$ cat src/rtl/div4_iter_sched_pkg.sv
// Shared widths, FSM state encoding and round-robin grant helper for the
// iterative 4-bit by 2-bit divider front end.
package div4_pkg;

  localparam int DIVIDEND_W = 4;
  localparam int DIVISOR_W  = 2;
  localparam int REM_W      = 3;
  localparam int NUM_REQ    = 2;
  localparam int STEPS      = 4;
  localparam int CNT_W      = $clog2(STEPS);

  typedef enum logic [1:0] {
    IDLE = 2'd0,
    RUN  = 2'd1,
    DONE = 2'd2
  } state_e;

  // A lone requester always wins; on contention the pointer decides.
  function automatic logic rr_grant(input logic [NUM_REQ-1:0] valid, input logic ptr);
    return (valid[0] ^ valid[1]) ? valid[1] : ptr;
  endfunction

endpackage

$ cat src/rtl/div4_iter_sched_if.sv
// Request/response bundle between the requesting pipelines and the shared
// divider; master = requesters plus result consumer, slave = the divider.
interface div4_iter_sched_if;
  import div4_pkg::*;

  logic [NUM_REQ-1:0]                 req_valid;
  logic [NUM_REQ-1:0]                 req_ready;
  logic [NUM_REQ-1:0][DIVIDEND_W-1:0] req_a;
  logic [NUM_REQ-1:0][DIVISOR_W-1:0]  req_b;
  logic                               rsp_valid;
  logic                               rsp_ready;
  logic [DIVIDEND_W-1:0]              rsp_q;
  logic [DIVISOR_W-1:0]               rsp_r;
  logic                               rsp_id;
  logic                               rsp_dz;

  modport master (
    output req_valid, req_a, req_b, rsp_ready,
    input  req_ready, rsp_valid, rsp_q, rsp_r, rsp_id, rsp_dz
  );

  modport slave (
    input  req_valid, req_a, req_b, rsp_ready,
    output req_ready, rsp_valid, rsp_q, rsp_r, rsp_id, rsp_dz
  );

endinterface

$ cat src/rtl/div4_iter_sched_step.sv
// One combinational restoring-division step: shift in the next dividend bit,
// trial-subtract the divisor, keep the difference only when it is non-negative.
module div4_step
  import div4_pkg::*;
(
  input  logic [REM_W-1:0]     rem_i,
  input  logic                 a_bit_i,
  input  logic [DIVISOR_W-1:0] b_i,
  output logic [REM_W-1:0]     rem_next_o,
  output logic                 q_bit_o
);

  logic [REM_W-1:0] t;
  logic [REM_W:0]   trial;

  // The partial remainder never needs its MSB: only two bits shift into t.
  logic unused_rem_msb;
  assign unused_rem_msb = rem_i[REM_W-1];

  always_comb begin
    t     = {rem_i[REM_W-2:0], a_bit_i};
    trial = {1'b0, t} - {{(REM_W + 1 - DIVISOR_W){1'b0}}, b_i};
    if (!trial[REM_W]) begin
      rem_next_o = trial[REM_W-1:0];
      q_bit_o    = 1'b1;
    end else begin
      rem_next_o = t;
      q_bit_o    = 1'b0;
    end
  end

endmodule

$ cat src/rtl/div4_iter_sched.sv
// Two-requester round-robin front end sharing one restoring step unit: 5-cycle latency,
// result held in DONE until rsp_ready. DIV4_ZERO_CHK_EN short-cuts B==0 to DONE with rsp_dz.
module div4_iter_sched
  import div4_pkg::*;
(
  input  logic            clk,
  input  logic            rst,
  div4_iter_sched_if.slave bus
);

  state_e                 state_q, state_d;
  logic                   rr_ptr_q, rr_ptr_d;
  logic [DIVIDEND_W-1:0]  a_q, a_d;
  logic [DIVISOR_W-1:0]   b_q, b_d;
  logic                   id_q, id_d;
  logic [REM_W-1:0]       rem_q, rem_d;
  logic [DIVIDEND_W-1:0]  quot_q, quot_d;
  logic [CNT_W-1:0]       cnt_q, cnt_d;
`ifdef DIV4_ZERO_CHK_EN
  logic                   dz_q, dz_d;
`endif

  logic                   grant;
  logic [NUM_REQ-1:0]     req_ready;
  logic                   accept;
  logic [REM_W-1:0]       step_rem;
  logic                   step_q;

  assign grant = rr_grant(bus.req_valid, rr_ptr_q);

  always_comb begin
    req_ready = '0;
    if (!rst && state_q == IDLE) begin
      req_ready[grant] = 1'b1;
    end
  end

  assign accept        = |(bus.req_valid & req_ready);
  assign bus.req_ready = req_ready;

  div4_step u_step (
    .rem_i      (rem_q),
    .a_bit_i    (a_q[DIVIDEND_W-1]),
    .b_i        (b_q),
    .rem_next_o (step_rem),
    .q_bit_o    (step_q)
  );

  always_comb begin
    state_d  = state_q;
    rr_ptr_d = rr_ptr_q;
    a_d      = a_q;
    b_d      = b_q;
    id_d     = id_q;
    rem_d    = rem_q;
    quot_d   = quot_q;
    cnt_d    = cnt_q;
`ifdef DIV4_ZERO_CHK_EN
    dz_d     = dz_q;
`endif
    unique case (state_q)
      IDLE: begin
        if (accept) begin
          a_d      = bus.req_a[grant];
          b_d      = bus.req_b[grant];
          id_d     = grant;
          rem_d    = '0;
          quot_d   = '0;
          cnt_d    = '0;
          rr_ptr_d = ~grant;
          state_d  = RUN;
`ifdef DIV4_ZERO_CHK_EN
          dz_d     = 1'b0;
          if (bus.req_b[grant] == '0) begin
            quot_d  = '1;
            dz_d    = 1'b1;
            state_d = DONE;
          end
`endif
        end
      end
      RUN: begin
        // Dividend shifts left so the step unit always sees the current MSB.
        rem_d  = step_rem;
        quot_d = {quot_q[DIVIDEND_W-2:0], step_q};
        a_d    = {a_q[DIVIDEND_W-2:0], 1'b0};
        cnt_d  = cnt_q + 1'b1;
        if (cnt_q == CNT_W'(STEPS - 1)) begin
          state_d = DONE;
        end
      end
      DONE: begin
        if (bus.rsp_ready) begin
          state_d = IDLE;
        end
      end
      default: state_d = IDLE;
    endcase
  end

  always_ff @(posedge clk) begin
    if (rst) begin
      state_q  <= IDLE;
      rr_ptr_q <= 1'b0;
      a_q      <= '0;
      b_q      <= '0;
      id_q     <= 1'b0;
      rem_q    <= '0;
      quot_q   <= '0;
      cnt_q    <= '0;
`ifdef DIV4_ZERO_CHK_EN
      dz_q     <= 1'b0;
`endif
    end else begin
      state_q  <= state_d;
      rr_ptr_q <= rr_ptr_d;
      a_q      <= a_d;
      b_q      <= b_d;
      id_q     <= id_d;
      rem_q    <= rem_d;
      quot_q   <= quot_d;
      cnt_q    <= cnt_d;
`ifdef DIV4_ZERO_CHK_EN
      dz_q     <= dz_d;
`endif
    end
  end

  assign bus.rsp_valid = (state_q == DONE);
  assign bus.rsp_q     = quot_q;
  assign bus.rsp_r     = rem_q[DIVISOR_W-1:0];
  assign bus.rsp_id    = id_q;
`ifdef DIV4_ZERO_CHK_EN
  assign bus.rsp_dz    = dz_q;
`else
  assign bus.rsp_dz    = 1'b0;
`endif

endmodule
$ cat src/flat_wrapper.sv
// flat-port wrapper written by rule: the top's interface ports become plain ports
module div4_iter_sched_flat import div4_pkg::*;
  (clk, rst, bus_req_valid, bus_req_a, bus_req_b, bus_rsp_ready, bus_req_ready, bus_rsp_valid, bus_rsp_q, bus_rsp_r, bus_rsp_id, bus_rsp_dz);
  div4_iter_sched_if bus_i ();
  input  logic clk;
  input  logic rst;
  input wire logic [$bits(bus_i.req_valid)-1:0] bus_req_valid;
  input wire logic [$bits(bus_i.req_a)-1:0] bus_req_a;
  input wire logic [$bits(bus_i.req_b)-1:0] bus_req_b;
  input wire logic [$bits(bus_i.rsp_ready)-1:0] bus_rsp_ready;
  output wire logic [$bits(bus_i.req_ready)-1:0] bus_req_ready;
  output wire logic [$bits(bus_i.rsp_valid)-1:0] bus_rsp_valid;
  output wire logic [$bits(bus_i.rsp_q)-1:0] bus_rsp_q;
  output wire logic [$bits(bus_i.rsp_r)-1:0] bus_rsp_r;
  output wire logic [$bits(bus_i.rsp_id)-1:0] bus_rsp_id;
  output wire logic [$bits(bus_i.rsp_dz)-1:0] bus_rsp_dz;
  assign bus_i.req_valid = bus_req_valid;
  assign bus_i.req_a = bus_req_a;
  assign bus_i.req_b = bus_req_b;
  assign bus_i.rsp_ready = bus_rsp_ready;
  assign bus_req_ready = bus_i.req_ready;
  assign bus_rsp_valid = bus_i.rsp_valid;
  assign bus_rsp_q = bus_i.rsp_q;
  assign bus_rsp_r = bus_i.rsp_r;
  assign bus_rsp_id = bus_i.rsp_id;
  assign bus_rsp_dz = bus_i.rsp_dz;
  div4_iter_sched u_core (.clk(clk), .rst(rst), .bus(bus_i));
endmodule
$ cat config.mk
export PLATFORM = sky130hd
export DESIGN_NAME = div4_iter_sched_flat
export DESIGN_NICKNAME = d
export VERILOG_FILES = /design/src/rtl/div4_iter_sched_pkg.sv /design/src/rtl/div4_iter_sched_if.sv /design/src/rtl/div4_iter_sched_step.sv /design/src/rtl/div4_iter_sched.sv /design/src/flat_wrapper.sv
export SDC_FILE = /design/constraint.sdc
export NUM_CORES = 1
export LEC_CHECK = 0
export BUFFER_PORTS_ARGS = -buffer_cell sky130_fd_sc_hd__clkbuf_2
export CORE_AREA = 2 2 47 49
export CTS_BUF_LIST = sky130_fd_sc_hd__clkbuf_4
export DETAILED_ROUTE_END_ITERATION = 16
export DIE_AREA = 0 0 49 51
export PLACE_DENSITY = 0.73
export SLEW_MARGIN = 0
export SYNTH_ARGS = -nofsm -noshare
export SYNTH_HDL_FRONTEND = slang
export SYNTH_HIERARCHICAL = 1
export SYNTH_SLANG_ARGS = --single-unit
$ cat constraint.sdc
create_clock -name clk -period 1.84 [get_ports clk]
set_clock_uncertainty 0.05 [all_clocks]
set_input_delay 0.092 -clock clk [delete_from_list [all_inputs] [get_ports clk]]
set_output_delay 0.092 -clock clk [all_outputs]
set_load 0.01 [all_outputs]
Yosys cells after proc, flatten, opt, wreduce, memory -nomap -nowiden
Cells that the tools add are included.
{"block": "totals", "ff_bits": 18, "inputBits": 17, "output_inout_bits": 11, "word_cells": 52}
{"block": "op_classes", "n_addsub": 2, "order_cmp": 2, "n_eq_ne": 6, "mux": 22, "bitwise_logic": 3, "n_reduce_logical": 9}
{"operator": "$mux 2", "count": 9}
{"operator": "$mux 4", "count": 4}
{"operator": "$pmux 4 s2", "count": 2}
{"operator": "$pmux 2 s2", "count": 2}
{"operator": "$pmux 2 s3", "count": 1}
{"operator": "$eq 2x2->1 const B", "count": 2}
{"operator": "$ne 2x1->1 const B", "count": 2}
{"operator": "$reduce_and 2->1", "count": 2}
{"operator": "$sub 3x2->4", "count": 1}
{"operator": "$mux 1", "count": 3}
{"operator": "$reduce_and 3->1", "count": 1}
{"operator": "$add 2x1->2 const B", "count": 1}
{"operator": "$and 2x2->2", "count": 1}
{"operator": "$eq 2x1->1 const B", "count": 1}
{"operator": "$logic_and 1x1->1", "count": 2}
{"operator": "$logic_not 2->1", "count": 1}
{"operator": "$lt 1x2->1 const B", "count": 1}
{"operator": "$ne 2x2->1 const B", "count": 1}
{"operator": "$reduce_bool 2->1", "count": 1}
{"operator": "$reduce_or 2->1", "count": 1}
{"operator": "$demux 1 s1", "count": 1}
{"operator": "$ge 1x1->1 const B", "count": 1}
{"operator": "$logic_not 1->1", "count": 1}
{"operator": "$not 1->1", "count": 1}
{"operator": "$xor 1x1->1", "count": 1}

Depth between registers and ports, before layout
Gate-level depths: netlist of the first run.
{"block": "depth", "ltp_word": 11, "mapped_depth": 8, "depth_no_buf": 7}

Modules after synthesis
Netlist of the first run, hierarchy kept.
{"module": "div4_iter_sched", "instances": 1, "cells_per_inst": 97, "area_each_um2": 867.1, "seq_area_each_um2": 380.4}
{"module": "div4_step", "instances": 1, "cells_per_inst": 13, "area_each_um2": 116.4, "seq_area_each_um2": 0.0}

Worst setup path before layout of the first run
No wires, ideal clock.
{"block": "synth_path", "path_type": "reg2reg", "startpoint": "register u_core.b_q[1]", "endpoint": "register u_core.rem_q[1]", "arrival_ns": 1.516, "required_ns": 1.662, "setup_slack_ns": 0.146, "stages_incl_launch_ff": 9, "path_buffers": 1, "synth_period_minus_slack_ns": 1.694, "path_cell_list": "dfxtp_1 inv_1 ha_1 nor2b_4 or3_1 buf_2 mux2i_1 a22oi_1 nor2_1"}
{"block": "synth_between", "elab_chain_cells": 3}
{"element": "start: declaration", "line": "div4_iter_sched.sv:14", "rtl": "logic [DIVISOR_W-1:0] b_q, b_d;"}
{"element": "start signal: assignment", "line": "div4_iter_sched.sv:106", "rtl": "b_q <= '0;"}
{"element": "start signal: assignment", "line": "div4_iter_sched.sv:118", "rtl": "b_q <= b_d;"}
{"element": "$sub 3x2->4", "line": "div4_iter_sched_step.sv:22", "rtl": "trial = {1'b0, t} - {{(REM_W + 1 - DIVISOR_W){1'b0}}, b_i};"}
{"element": "$mux 2", "line": "div4_iter_sched_step.sv:23", "rtl": "if (!trial[REM_W]) begin"}
{"element": "net u_core.step_rem[1]", "line": "div4_iter_sched.sv:26", "rtl": "logic [REM_W-1:0] step_rem;"}
{"element": "$pmux 2 s2", "line": "div4_iter_sched.sv:61", "rtl": "unique case (state_q)"}
{"element": "end signal: assignment", "line": "div4_iter_sched.sv:120", "rtl": "rem_q <= rem_d;"}
{"element": "end: declaration", "line": "div4_iter_sched.sv:16", "rtl": "logic [REM_W-1:0] rem_q, rem_d;"}
The timed path passes the listed nets, and every way through them passes these cells.
A chain may end at the register's enable or synchronous reset.

Final worst setup path of the first run
Same ends and word-level chain as after synthesis.

==> results of run 1 <==
-- layout make-up --
cell class | count | share of cell area (%)
repair buffers | 31 | 15.89
well taps | 28 | 3.178
inverters | 10 | 3.405
multi-input cells | 67 | 42.79
flip-flops and latches | 18 | 32.69
clock buffers | 3 | 2.043
-- power groups by stage --
stage               clock network (mW)  registers (mW)  logic (mW)
floorplan                            0           0.442       0.121
global placement                     0           0.444       0.154
detailed placement                   0           0.444       0.158
CTS                              0.202           0.435       0.164
global route                     0.217           0.439       0.183
finish                           0.193           0.435       0.165
-- worst min-delay path by stage --
stage                          to  cells past startpoint
floorplan           u_core/a_q[0]                      1
global placement    u_core/a_q[0]                      2
detailed placement  u_core/b_q[0]                      2
CTS                 u_core/b_q[1]                      3
global route        u_core/b_q[1]                      3
finish              u_core/b_q[1]                      3
-- cells in the final DEF, fill, tap and decap left out, types with 2 or more instances in the layout --
master / n
clkbuf_2: 26
dfxtp_1: 18
nor2_1: 14
inv_1: 9
a22oi_1: 8
nand2_1: 6
a221o_1: 5
clkbuf_4: 3
dlygate4sd3_1: 3
nor3_1: 3
and2_1: 3
a221oi_1: 3
ha_1: 3
or3_1: 2
a21oi_1: 2
a211oi_1: 2
buf_4: 2
mux2i_1: 2
-- sequential cells by signal (all words and copies together), names as in the netlist --
signal	cells
u_core/a_q	4
u_core/bus.rsp_q	4
u_core/b_q	2
u_core/cnt_q	2
u_core/rem_q	2
u_core/state_q	2
u_core/bus.rsp_id	1
u_core/rr_ptr_q	1
-- layer usage --
metal	wire [um]	GRT usage, %	part of all wire, %
met5	0	0	0
met4	16	7.143	0.85
met3	70	4.386	3.7
met2	915	28.31	49
met1	884	20.65	47
-- metrics by stage --
stage	total power [mW]	worst slack (ps)	hold WS, ps
2_1_floorplan	0.5637	151.8	179.8
3_3_place_gp	0.5973	165.4	267.4
3_5_place_dp	0.6019	115.0	277.2
4_1_cts	0.8013	102.6	22.05
5_1_grt	0.8397	5.925	38.26
6_report	0.7932	95.81	29.47
-- worst max-delay path, stage by stage (launching register included) --
cell     delay (ps)
dfxtp_1         380
inv_1            60
ha_1            290
nor2b_4         120
or3_1           380
mux2i_1         150
a22oi_1         170
nor2_1           50
-- what timing repair did --
action | 4_1_cts | 5_1_grt
gates resized for setup | 0 | 0
hold buffers | 3 | 0
endpoints found under the setup margin | 0 | 0
endpoints found under the hold margin | 2 | 0
==> reports/metrics.cfg, run 1 <==
[detailed_routing]
num_vias=801
antenna_left=0
wire_per_inst_um=12.01
drc_errors=0
drtIter0Drc=17
dr.pass1.iters=4
wl_um=1886
via_per_inst=5.102

[final_layout]
final_cells=157
fin_area_sq_um=1102
diodes=0
fillers=197
syn_to_final_growth_pct=17.62
final_util_pct=53.43
register_area_sq_um=360.3
multi_input_area_sq_um=471.7
drive_gt1_share_pct=28.68
fin_nets=152

[place]
place.gp.congestion=0.7998
portBuffers=26
placed_cell_area_sq_um=1050
hpwl_um=1414
dp.cells=151

[setup_path]
worstPathRequired_ps=1980
rrSetupSlack_ps=100
rr_worst_depth=7
reg2reg_from=u_core/b_q[1]
r2r_end=u_core/rem_q[1]
setup.worst_path.end_class=flop
crit_type=reg -> reg
cp_max_fo=3
critPathCapture=u_core/rem_q[1]
startpoint_type=flop
arrival_ps=1890
crit_start=u_core/b_q[1]

[floorplan]
die_height_um=51
die_w_um=49
ioPinCount=28
rows=17
die_area_sq_um=2499
start_util_pct=45.42
fp.coreArea_sq_um=2063

[clocking]
clk_latency_ps=290
cts_setup_buffers=0
root_buffer=clkbuf_4
tritoncts=built
htreeDepth=1
cts_buffers=3
clk_pin_slew_ps=100
cts.sinks=18
clockBufferDepth=2

[timing]
finalCritPeriodShare_pct=94.79
setup-violations-final=0
drv_slew=0
final-hold-violation-count=0
setup_tns_ps=0
fmax_ghz=0.5733
post-route-min-period_ps=1744
grt_setup_unrepaired=false

[grt]
grt_pass1_vias=718
antenna_found_initial=0
grt_max_degree=16
grt_usage_pct=16.92
grt_pass1_wl_um=3222
grt_overflow=0

[logic_synthesis]
synthCells=105
ys.warnings.count=6
syn_avg_cell_area_sq_um=8.925
synthesis.nets=126
synth.cell_area_sq_um=937.1

[power]
seqPwrFrac_pct=54.9
p_leak_nw=0.5191
swShare_pct=27.83
switching_power_mw=0.2207
power_frac_comb_pct=20.8
intPower_mw=0.5724
vdd.ir_drop.worst_uv=440.7
power.share.clock_pct=24.3
p_per_area_nw_per_um2=719.5

[hold_path]
hold_start=bus_req_b[3]
hold_class=in -> reg

[status]
status=finished, final reports clean

[flow_run]
cap_viol_max_count=0

(Power assumes the default switching activity.)
==> run 2: changes to the inputs <==
CORE_AREA = 2 2 46 48   (was 2 2 47 49)
DIE_AREA = 0 0 48 50   (was 0 0 49 51)
PLACE_DENSITY = 0.76   (was 0.73)
clock period = 2.2 ns   (was 1.84 ns; I/O delays follow)
==> run 2 against run 1 <==
First-iteration DRC count decreased by 35%. Flip-flop and latch count unchanged. Power fell by 17%. Final cell count shrank 1.3%. Cell area shrank 1.4%. Wire length decreased by 6.8%. Highest routed layer unchanged.
==> reports/metrics.cfg, run 2 (same netlist as run 1, synthesis figures left out) <==
[detailed_routing]
num_vias=786
antenna_left=0
drc_errors=0
drtIter0Drc=11
wire_per_inst_um=11.34
via_per_inst=5.071
dr.pass1.iters=4
wl_um=1758

[power]
seqPwrFrac_pct=55.4
intPower_mw=0.4784
p_per_area_nw_per_um2=604.5
power.share.clock_pct=24.4
switching_power_mw=0.1789
p_leak_nw=0.5117
swShare_pct=27.22
power_frac_comb_pct=20.2
vdd.ir_drop.worst_uv=295.9

[clocking]
clk_latency_ps=280
tritoncts=built
root_buffer=clkbuf_4
clk_pin_slew_ps=100
cts_buffers=3
htreeDepth=1
cts_setup_buffers=0
cts.sinks=18
clockBufferDepth=2

[timing]
fmax_ghz=0.5718
holdWs_ps=7.789
finalCritPeriodShare_pct=79.49
post-route-min-period_ps=1749
setup_tns_ps=0
setup-violations-final=0
grt_setup_unrepaired=false
drv_slew=0
final-hold-violation-count=0

[grt]
antenna_found_initial=0
grt_pass1_wl_um=2967
grt_overflow=0
grt_max_degree=17
grt_usage_pct=17.29
grt_pass1_vias=723

[final_layout]
fillers=198
most-common-layout-cells=clkbuf_2, dfxtp_1, nor2_1
diodes=0
syn_to_final_growth_pct=16.02
drive_gt1_share_pct=28.13
multi_input_area_sq_um=471.7
fin_nets=150
register_area_sq_um=360.3
final_common_cell=clkbuf_2

[hold_path]
hold_depth=2
hold_start=bus_req_b[2]
hold_path_end=u_core/b_q[0]
hold_class=in -> reg

[place]
portBuffers=26
hpwl_um=1361
place.gp.congestion=0.8065

[setup_path]
arrival_ps=1870
startpoint_type=flop
rrSetupSlack_ps=450
rr_worst_depth=7
setup.worst_path.end_class=flop
slowest_delay_ps=390
r2r_end=u_core/rem_q[0]
path_cells=inv_1, ha_1, nor2b_4, or3_1, mux2i_1, a22oi_1, nor2_1
crit_buf_inv=1
crit_type=reg -> reg
slowest_stage=dfxtp_1
reg2reg_from=u_core/b_q[1]
worstPathRequired_ps=2320
cp_max_fo=3
crit_family=simple AND/OR/NAND/NOR gates

[floorplan]
ioPinCount=28
die_area_sq_um=2400
die_height_um=50
fp.coreArea_sq_um=1902
start_util_pct=49.28
rows=16
die_w_um=48

[flow_run]
cap_viol_max_count=0

[status]
status=finished, final reports clean

-- run 2: changes by cell type in the layout (fill, tap and decap cells not counted), sizes merged --
| cell | delta |
|---|---|
| dlygate4sd3 | -1 |
| clkinv | +1 |
| buf | -1 |
-- run 2: how the worst max path moves through the flow --
| stage | from | to | cells past startpoint |
|---|---|---|---|
| floorplan | u_core/b_q[1] | u_core/rem_q[1] | 8 |
| global placement | u_core/b_q[1] | u_core/rem_q[1] | 7 |
| detailed placement | u_core/b_q[1] | u_core/rem_q[1] | 7 |
| CTS | u_core/b_q[1] | u_core/rem_q[0] | 7 |
| global route | u_core/b_q[1] | u_core/rem_q[0] | 7 |
| finish | u_core/b_q[1] | u_core/rem_q[0] | 7 |
-- run 2: through the flow --
| step | power [mW] | instance area (sq um) | instances | setup WS, ps | util (%) |
|---|---|---|---|---|---|
| 5_1_grt | 0.7029 | 1087 | 155 | 347.4 | 57.17 |
| 3_3_place_gp | 0.4972 | 1041 | 149 | 515.8 | 54.74 |
| 3_5_place_dp | 0.5013 | 1041 | 149 | 469.4 | 54.74 |
| 2_1_floorplan | 0.4714 | 937.1 | 105 | 511.8 | - |
| 4_1_cts | 0.6668 | 1087 | 155 | 448.4 | 57.17 |
| 6_report | 0.6573 | 1087 | 155 | 451.3 | 57.17 |
-- run 2: repair_timing --
action                                 in CTS  in global routing
endpoints found under the hold margin       2                  0
resized for setup                           0                  0
hold buffers                                2                  0
-- run 2: per-layer routing --
layer	GRT usage [%]	vias up	wire (um)	part of all wire (%)
met5	0	-	0	0
met4	8.108	0	12	0.68
met3	3.297	2	91	5.2
met2	28.22	20	855	49
met1	20.77	354	798	45
li1	-	410	-	-
-- run 2: power by group through the flow --
stage,sequential (mW),combinational (mW),clock (mW)
final,0.364,0.133,0.161
after global routing,0.368,0.149,0.187
after CTS,0.364,0.133,0.169
after detailed placement,0.371,0.130,0
after global placement,0.370,0.127,0
after floorplan,0.370,0.101,0
-- run 2: area by class of cell --
| class | instances | area share [%] |
|---|---|---|
| multi-input combinational | 67 | 43.38 |
| sequential | 18 | 33.14 |
| timing repair buffer | 29 | 14.50 |
| inverter | 10 | 3.452 |
| tap | 27 | 3.107 |
| clock buffer | 3 | 2.071 |
| clock inverter | 1 | 0.3452 |
